$ cat src/rtl/psr_icc_unit.sv
// -----------------------------------------------------------------------------
// psr_icc_unit
//
// Processor State Register unit placed right after the ALU.
//  - Latches the ALU integer condition codes (N,Z,V,C) on cc-setting
//    instructions and feeds the stored carry back to the ALU as Cin.
//  - Evaluates Bicc branch conditions for the control unit, one cycle after
//    the request, using flags forwarded from the ALU when they are being
//    written in the same cycle.
//  - Tracks the current window pointer (CWP) against the WIM for SAVE and
//    RESTORE and raises window overflow / underflow traps, held until the
//    control unit acknowledges them.
//
// Ports
//  clk, rst           clock (rising edge), asynchronous active-high reset
//  icc_we, N/Z/V/C_in condition-code write strobe and ALU flags
//  br_eval, cond      branch evaluation request and Bicc cond field
//  save, restore      register-window requests
//  wim_we, wim_in     WIM write strobe and value
//  psr_we, psr_in     WRPSR strobe and value
//  trap_ack           control unit accepts the pending window trap
//  psr_out            PSR view: [23:20]=NZVC [7]=S [5]=ET [CWP_W-1:0]=CWP
//  cin_out            stored carry (no forwarding)
//  cwp                current window pointer
//  br_valid, br_taken branch result pulse and decision
//  win_trap           window trap pending
//  trap_type          01 = window overflow, 10 = window underflow, 00 = none
// -----------------------------------------------------------------------------
module psr_icc_unit #(
   parameter int NWINDOWS = 8,
   parameter int CWP_W    = 3
) (
   input  logic                clk,
   input  logic                rst,
   input  logic                icc_we,
   input  logic                N_in,
   input  logic                Z_in,
   input  logic                V_in,
   input  logic                C_in,
   input  logic                br_eval,
   input  logic [3:0]          cond,
   input  logic                save,
   input  logic                restore,
   input  logic                wim_we,
   input  logic [NWINDOWS-1:0] wim_in,
   input  logic                psr_we,
   input  logic [31:0]         psr_in,
   input  logic                trap_ack,
   output logic [31:0]         psr_out,
   output logic                cin_out,
   output logic [CWP_W-1:0]    cwp,
   output logic                br_valid,
   output logic                br_taken,
   output logic                win_trap,
   output logic [1:0]          trap_type
);

   typedef enum logic {
      ST_IDLE = 1'b0,
      ST_TRAP = 1'b1
   } state_t;

   localparam logic [1:0] TT_NONE      = 2'b00;
   localparam logic [1:0] TT_OVERFLOW  = 2'b01;
   localparam logic [1:0] TT_UNDERFLOW = 2'b10;

   localparam logic [CWP_W-1:0] CWP_MAX = CWP_W'(NWINDOWS - 1);

   // ---------------------------------------------------------------------------
   // Window-pointer arithmetic (modulo NWINDOWS, which need not be a power of 2)
   // ---------------------------------------------------------------------------
   function automatic logic [CWP_W-1:0] cwp_dec(input logic [CWP_W-1:0] c);
      if (c == '0) return CWP_MAX;
      else         return c - 1'b1;
   endfunction

   function automatic logic [CWP_W-1:0] cwp_inc(input logic [CWP_W-1:0] c);
      if (c == CWP_MAX) return '0;
      else              return c + 1'b1;
   endfunction

   // CWP_W = clog2(NWINDOWS), so any CWP_W-bit value is below 2*NWINDOWS and a
   // single conditional subtraction is enough for the modulo.
   function automatic logic [CWP_W-1:0] cwp_mod(input logic [CWP_W-1:0] c);
      logic [CWP_W:0] wide;
      wide = {1'b0, c};
      if (wide >= (CWP_W+1)'(NWINDOWS)) return CWP_W'(wide - (CWP_W+1)'(NWINDOWS));
      else                              return c;
   endfunction

   // Bicc condition: cond[3] inverts the sense of the base test in cond[2:0].
   function automatic logic cond_eval(input logic [3:0] cd, input logic n,
                                      input logic z, input logic v, input logic c);
      logic base;
      case (cd[2:0])
         3'b000:  base = 1'b0;
         3'b001:  base = z;
         3'b010:  base = z | (n ^ v);
         3'b011:  base = n ^ v;
         3'b100:  base = c | z;
         3'b101:  base = c;
         3'b110:  base = n;
         default: base = v;
      endcase
      return base ^ cd[3];
   endfunction

   // ---------------------------------------------------------------------------
   // State
   // ---------------------------------------------------------------------------
   state_t              state;
   logic [3:0]          icc_q;      // {N,Z,V,C}
   logic                s_q;
   logic                et_q;
   logic [CWP_W-1:0]    cwp_q;
   logic [NWINDOWS-1:0] wim_q;
   logic                vld_p1;
   logic                taken_p1;
   logic                trap_q;
   logic [1:0]          ttype_q;

   // ---------------------------------------------------------------------------
   // Combinational decode (stage p0)
   // ---------------------------------------------------------------------------
   logic [3:0]       fwd_icc;
   logic             taken_p0;
   logic [CWP_W-1:0] nc_save;
   logic [CWP_W-1:0] nc_restore;
   logic             win_req;

   // Flags being written this cycle are used by a branch in the same cycle.
   assign fwd_icc    = icc_we ? {N_in, Z_in, V_in, C_in} : icc_q;
   assign taken_p0   = cond_eval(cond, fwd_icc[3], fwd_icc[2], fwd_icc[1], fwd_icc[0]);
   assign nc_save    = cwp_dec(cwp_q);
   assign nc_restore = cwp_inc(cwp_q);

   // A window request only acts when exactly one of save/restore is asserted,
   // traps are enabled, and no WRPSR overrides it.
   assign win_req    = (save ^ restore) && et_q && !psr_we;

   // ---------------------------------------------------------------------------
   // Registers (stage p1)
   // ---------------------------------------------------------------------------
   always_ff @(posedge clk or posedge rst) begin
      if (rst) begin
         state    <= ST_IDLE;
         icc_q    <= 4'b0000;
         s_q      <= 1'b1;
         et_q     <= 1'b1;
         cwp_q    <= '0;
         wim_q    <= NWINDOWS'(1) << (NWINDOWS - 1);
         vld_p1   <= 1'b0;
         taken_p1 <= 1'b0;
         trap_q   <= 1'b0;
         ttype_q  <= TT_NONE;
      end else begin
         // WIM update; window checks below still see the old value.
         if (wim_we) wim_q <= wim_in;

         vld_p1   <= br_eval;
         taken_p1 <= br_eval & taken_p0;

         if (psr_we) begin
            icc_q <= psr_in[23:20];
            s_q   <= psr_in[7];
            et_q  <= psr_in[5];
            cwp_q <= cwp_mod(psr_in[CWP_W-1:0]);
         end else if (icc_we) begin
            icc_q <= {N_in, Z_in, V_in, C_in};
         end

         case (state)
            ST_IDLE: begin
               if (win_req) begin
                  if (save) begin
                     if (wim_q[nc_save]) begin
                        state   <= ST_TRAP;
                        trap_q  <= 1'b1;
                        ttype_q <= TT_OVERFLOW;
                     end else begin
                        cwp_q <= nc_save;
                     end
                  end else begin
                     if (wim_q[nc_restore]) begin
                        state   <= ST_TRAP;
                        trap_q  <= 1'b1;
                        ttype_q <= TT_UNDERFLOW;
                     end else begin
                        cwp_q <= nc_restore;
                     end
                  end
               end
            end
            ST_TRAP: begin
               if (trap_ack) begin
                  state   <= ST_IDLE;
                  trap_q  <= 1'b0;
                  ttype_q <= TT_NONE;
                  // Trap entry moves to the handler's window with traps off;
                  // a simultaneous WRPSR keeps ownership of the PSR fields.
                  if (!psr_we) begin
                     et_q  <= 1'b0;
                     s_q   <= 1'b1;
                     cwp_q <= cwp_dec(cwp_q);
                  end
               end
            end
            default: state <= ST_IDLE;
         endcase
      end
   end

   // ---------------------------------------------------------------------------
   // Outputs
   // ---------------------------------------------------------------------------
   always_comb begin
      psr_out              = 32'h0000_0000;
      psr_out[23:20]       = icc_q;
      psr_out[7]           = s_q;
      psr_out[5]           = et_q;
      psr_out[CWP_W-1:0]   = cwp_q;
   end

   assign cin_out   = icc_q[0];
   assign cwp       = cwp_q;
   assign br_valid  = vld_p1;
   assign br_taken  = taken_p1;
   assign win_trap  = trap_q;
   assign trap_type = ttype_q;

endmodule
$ cat config.mk
export PLATFORM = sky130hd
export DESIGN_NAME = psr_icc_unit
export DESIGN_NICKNAME = d
export VERILOG_FILES = /design/src/rtl/psr_icc_unit.sv
export SDC_FILE = /design/constraint.sdc
export NUM_CORES = 1
export LEC_CHECK = 0
export BUFFER_PORTS_ARGS = -buffer_cell sky130_fd_sc_hd__buf_2
export CORE_ASPECT_RATIO = 0.75
export CORE_MARGIN = 2
export CORE_UTILIZATION = 40
export DETAILED_ROUTE_END_ITERATION = 12
export PLACE_DENSITY = 0.88
export SKIP_CTS_REPAIR_TIMING = 1
export SYNTH_ARGS = -nofsm -noshare
export SYNTH_HDL_FRONTEND = slang
export SYNTH_SLANG_ARGS = --single-unit
$ cat constraint.sdc
create_clock -name clk -period 2.3 [get_ports clk]
set_clock_uncertainty 0.05 [all_clocks]
set_input_delay 0.23 -clock clk [delete_from_list [all_inputs] [get_ports clk]]
set_output_delay 0.23 -clock clk [all_outputs]
set_load 0.02 [all_outputs]
==> summary.md <==
| Metric | Value |
|---|---|
| Clock Latency Late Sink | ~0.27 ns |
| Vias per Instance | roughly 5.2 |
| CTS tree | built |
| Synth area leaders | dfrtp_1 (28%), buf_4 (13%), mux2_2 (9.5%), mux4_2 (5.1%), mux2i_1 (4.5%) |
| CTS clk-pin slew, worst paths | roughly 0.08 ns |
| Crit-path leading delay family | multiplexers |
| Post-Route WL | between 3000 and 4000 µm |
| Status | complete, no violations |
| Multi-input logic area | about 1100 µm² |
| Max-slew violations | 0 |
| Largest stage delay, worst path | 0.56 ns |
| HPWL after detailed placement | between 3000 and 4000 µm |
| Synthesis-to-finish area growth | 20.7% |
| Mapped Avg Cell Area | approximately 10 µm² |
| Max Freq | roughly 450 MHz |
| RSZ-0062 raised after global routing | true |
| Number of remaining DRC errors | 0 |
| Final period utilization | 0.973 |
| Drt initial violations | ~70 |
| Share of layout cells above drive strength 1 | 0.445 |
| TritonRoute pass-1 iters | 4 |
| Seq cells post-synth | 23 |
| Total CTS buffers | 3 |
| CTS Root Cell | clkbuf_8 |
| IO buf count | 51 |
| Slowest stage cell, crit path | mux4_2 |
| Commonest non-fill, non-tap cell in the layout | buf_2 |
| Max IR drop VDD | 0.000519 V |
| First-pass GRT wire length | roughly 6400 µm |
| Synth area leader | dfrtp_1 |
| Seq/Total Area, Yosys | 0.325 |
| Core Area | 4150 µm² |
| CP max FO | 5 |
| Power Density | around 1000 nW/µm² |
| Top sig layer | met4 |
| ANT nets after route | 0 |
| Post-synth top area share | 0.281 |
| Final #Nets | 298 |
| Initial core utilization | 0.429 |
| Via count | about 1,500 |
| Register Area | around 580 µm² |
| Commonest cells after routing, fill and taps aside | buf_2 (51), conb_1 (23), dfrtp_1 (19) |
| Post-layout min period | about 2.2 ns |
| Hold Path Class | in2reg |
| Synthesized area | 1780 µm² |
| Final setup viols | 0 |
| Relative slew slack | 0.419 |
| RePlAce Congestion | ~0.9 |
| Max_cap viols | 0 |
| Fin Hold WS | approximately 0.022 ns |
| Number of library cell types mapped by synthesis | 47 |
| Ant. Diodes | 0 |
| Worst EP required | approximately 2.5 ns |
| IO Pins | slightly below 100 |
| Longest Clk Path Bufs | 2 |
| Metal-1 WL | 1750 µm |
| Row cnt | 20 |
| Total power | approximately 2.2 mW |
| Die ar. | approximately 5000 µm² |
| Synth Flop Type | dfrtp_1 |
| Cell leakage power | approximately 1.1 nW |
| Detail Route met3 WL | 337 µm |
| Fin. Hold Viols | 0 |
| Yosys Warn Count | 0 |
| Number of synthesized flops with an enable pin | 0 |
| WP buf/inv | 0 |
| Async S/R FF share, synth | 1.00 |
| H-tree depth | 1 |
| Vias in the first global route | between 1,000 and 1,500 |
| Largest net degree at the start of global routing | 24 |
| Setup crit start kind | flop |
| Top cell by count, worst path | ha_4 |
| GRT overflow | 0 |
| # fillers | approximately 420 |
| Cell Chain, Critical Path | ha_4, ha_4, nor2_4, mux4_2, nand2_1, o21ai_0, o311ai_1, o211a_1 |
| Initial antenna violation count | 0 |
| GRT Util Overall | 0.166 |
| Mapped Cells | 183 |
| Die Y | between 60 and 70 µm |
| Clock sink count | 23 |
| Worst-margin pin slew | about 0.87 ns |
| WL met2 | 1820 µm |
| Die Span X | 81.0 µm |
| WL per Instance | about 14 µm |
| Critical path type | reg2reg |
| Arrival time worst endpoint | 2.39 ns |
| Critical path endpoint category | flop |
## Yosys cell counts, types with 2 or more instances
master and n:
buf_4 30, dfrtp_1 20, nand2_1 16, mux2_2 15, o21ai_0 11, mux2i_1 8, a21oi_1 7, nor2_1 6
inv_1 5, a221oi_1 4, ha_1 4, mux4_2 4, nor3_1 4, buf_2 3, dfstp_2 3, nand2b_1 3
nor2b_1 3, a21o_1 2, a31oi_1 2, and3_1 2, clkbuf_1 2, mux2_4 2, nand3_1 2, o21a_1 2
## cell families (layout without fill, tap and decap cells)
| kind of cell | count (synthesis) | after routing | synth area share |
|---|---|---|---|
| DFF | 23 | 23 | 0.325 |
| adders and majority gates | 4 | 4 | 0.0281 |
| AOI/OAI and AO/OA | 39 | 39 | 0.150 |
| xor gates and xnor gates | 2 | 2 | 0.00984 |
| other | 1 | 23 | 0.00211 |
| buffers and inverters | 42 | 73 | 0.154 |
| and+or+nand+nor | 43 | 43 | 0.124 |
| muxes | 29 | 29 | 0.207 |
## stage by stage
stage	instances	worst slack, ns	area (µm²)	TNS, ns	util
detailed placement	287	-0.0735	2030	-0.214	0.489
global placement	287	-0.0486	2030	-0.142	0.489
finish	291	0.0629	2150	0	0.517
global route	291	-0.0379	2150	-0.120	0.517
CTS	291	-0.102	2080	-0.415	0.500
floorplan	205	0.00131	1870	0	-
## flip-flops by register name, indices dropped and copies added, names as in the netlist
name and count:
br_taken 1, br_valid 1, cwp 3, et_q 1, icc_q 4, s_q 1, state 1, trap_type 2
wim_q 8, win_trap 1
## worst register-to-register path: stages, from the launching register on
cell      delay (ns)
dfrtp_2         0.45
ha_4            0.18
ha_4            0.16
nor2_4          0.17
mux4_2          0.56
nand2_1         0.08
o21ai_0         0.08
o311ai_1        0.27
o211a_1         0.18
## final timing paths
| check | endpoint | cells after the start | from | slack [ns] |
|---|---|---|---|---|
| hold / removal | br_valid | 1 | br_eval | 0.02 |
| setup reg to reg | cwp[0] | 8 | cwp[0] | 0.06 |
| max in group asynchronous | cwp[0] | 2 | rst | 1.53 |
| hold reg to reg | win_trap | 2 | win_trap | 0.43 |
| setup / recovery | cwp[0] | 8 | cwp[0] | 0.06 |
| min in group asynchronous | trap_type[0] | 2 | rst | 0.09 |
## cell type report
type,instances,share of cell area
clock buffer,3,0.0192
clock inverter,1,0.00233
inverter,6,0.0105
multi-input combinational,140,0.503
sequential,23,0.270
tap,55,0.0320
timing repair buffer,63,0.162
## per-layer routing
layer / vias up / global-route usage
met5: - / 0
met2: 71 / 0.287
li1: 709 / -
met3: 8 / 0.0289
met4: 0 / 0.0412
met1: 718 / 0.221
## power by group
part / total [mW] / switching [mW] / internal, mW
Clock: 0.257 / 0.136 / 0.121
Sequential: 0.566 / 0.0758 / 0.490
Combinational: 1.42 / 0.762 / 0.661
Power figures use the tool's default switching activity.
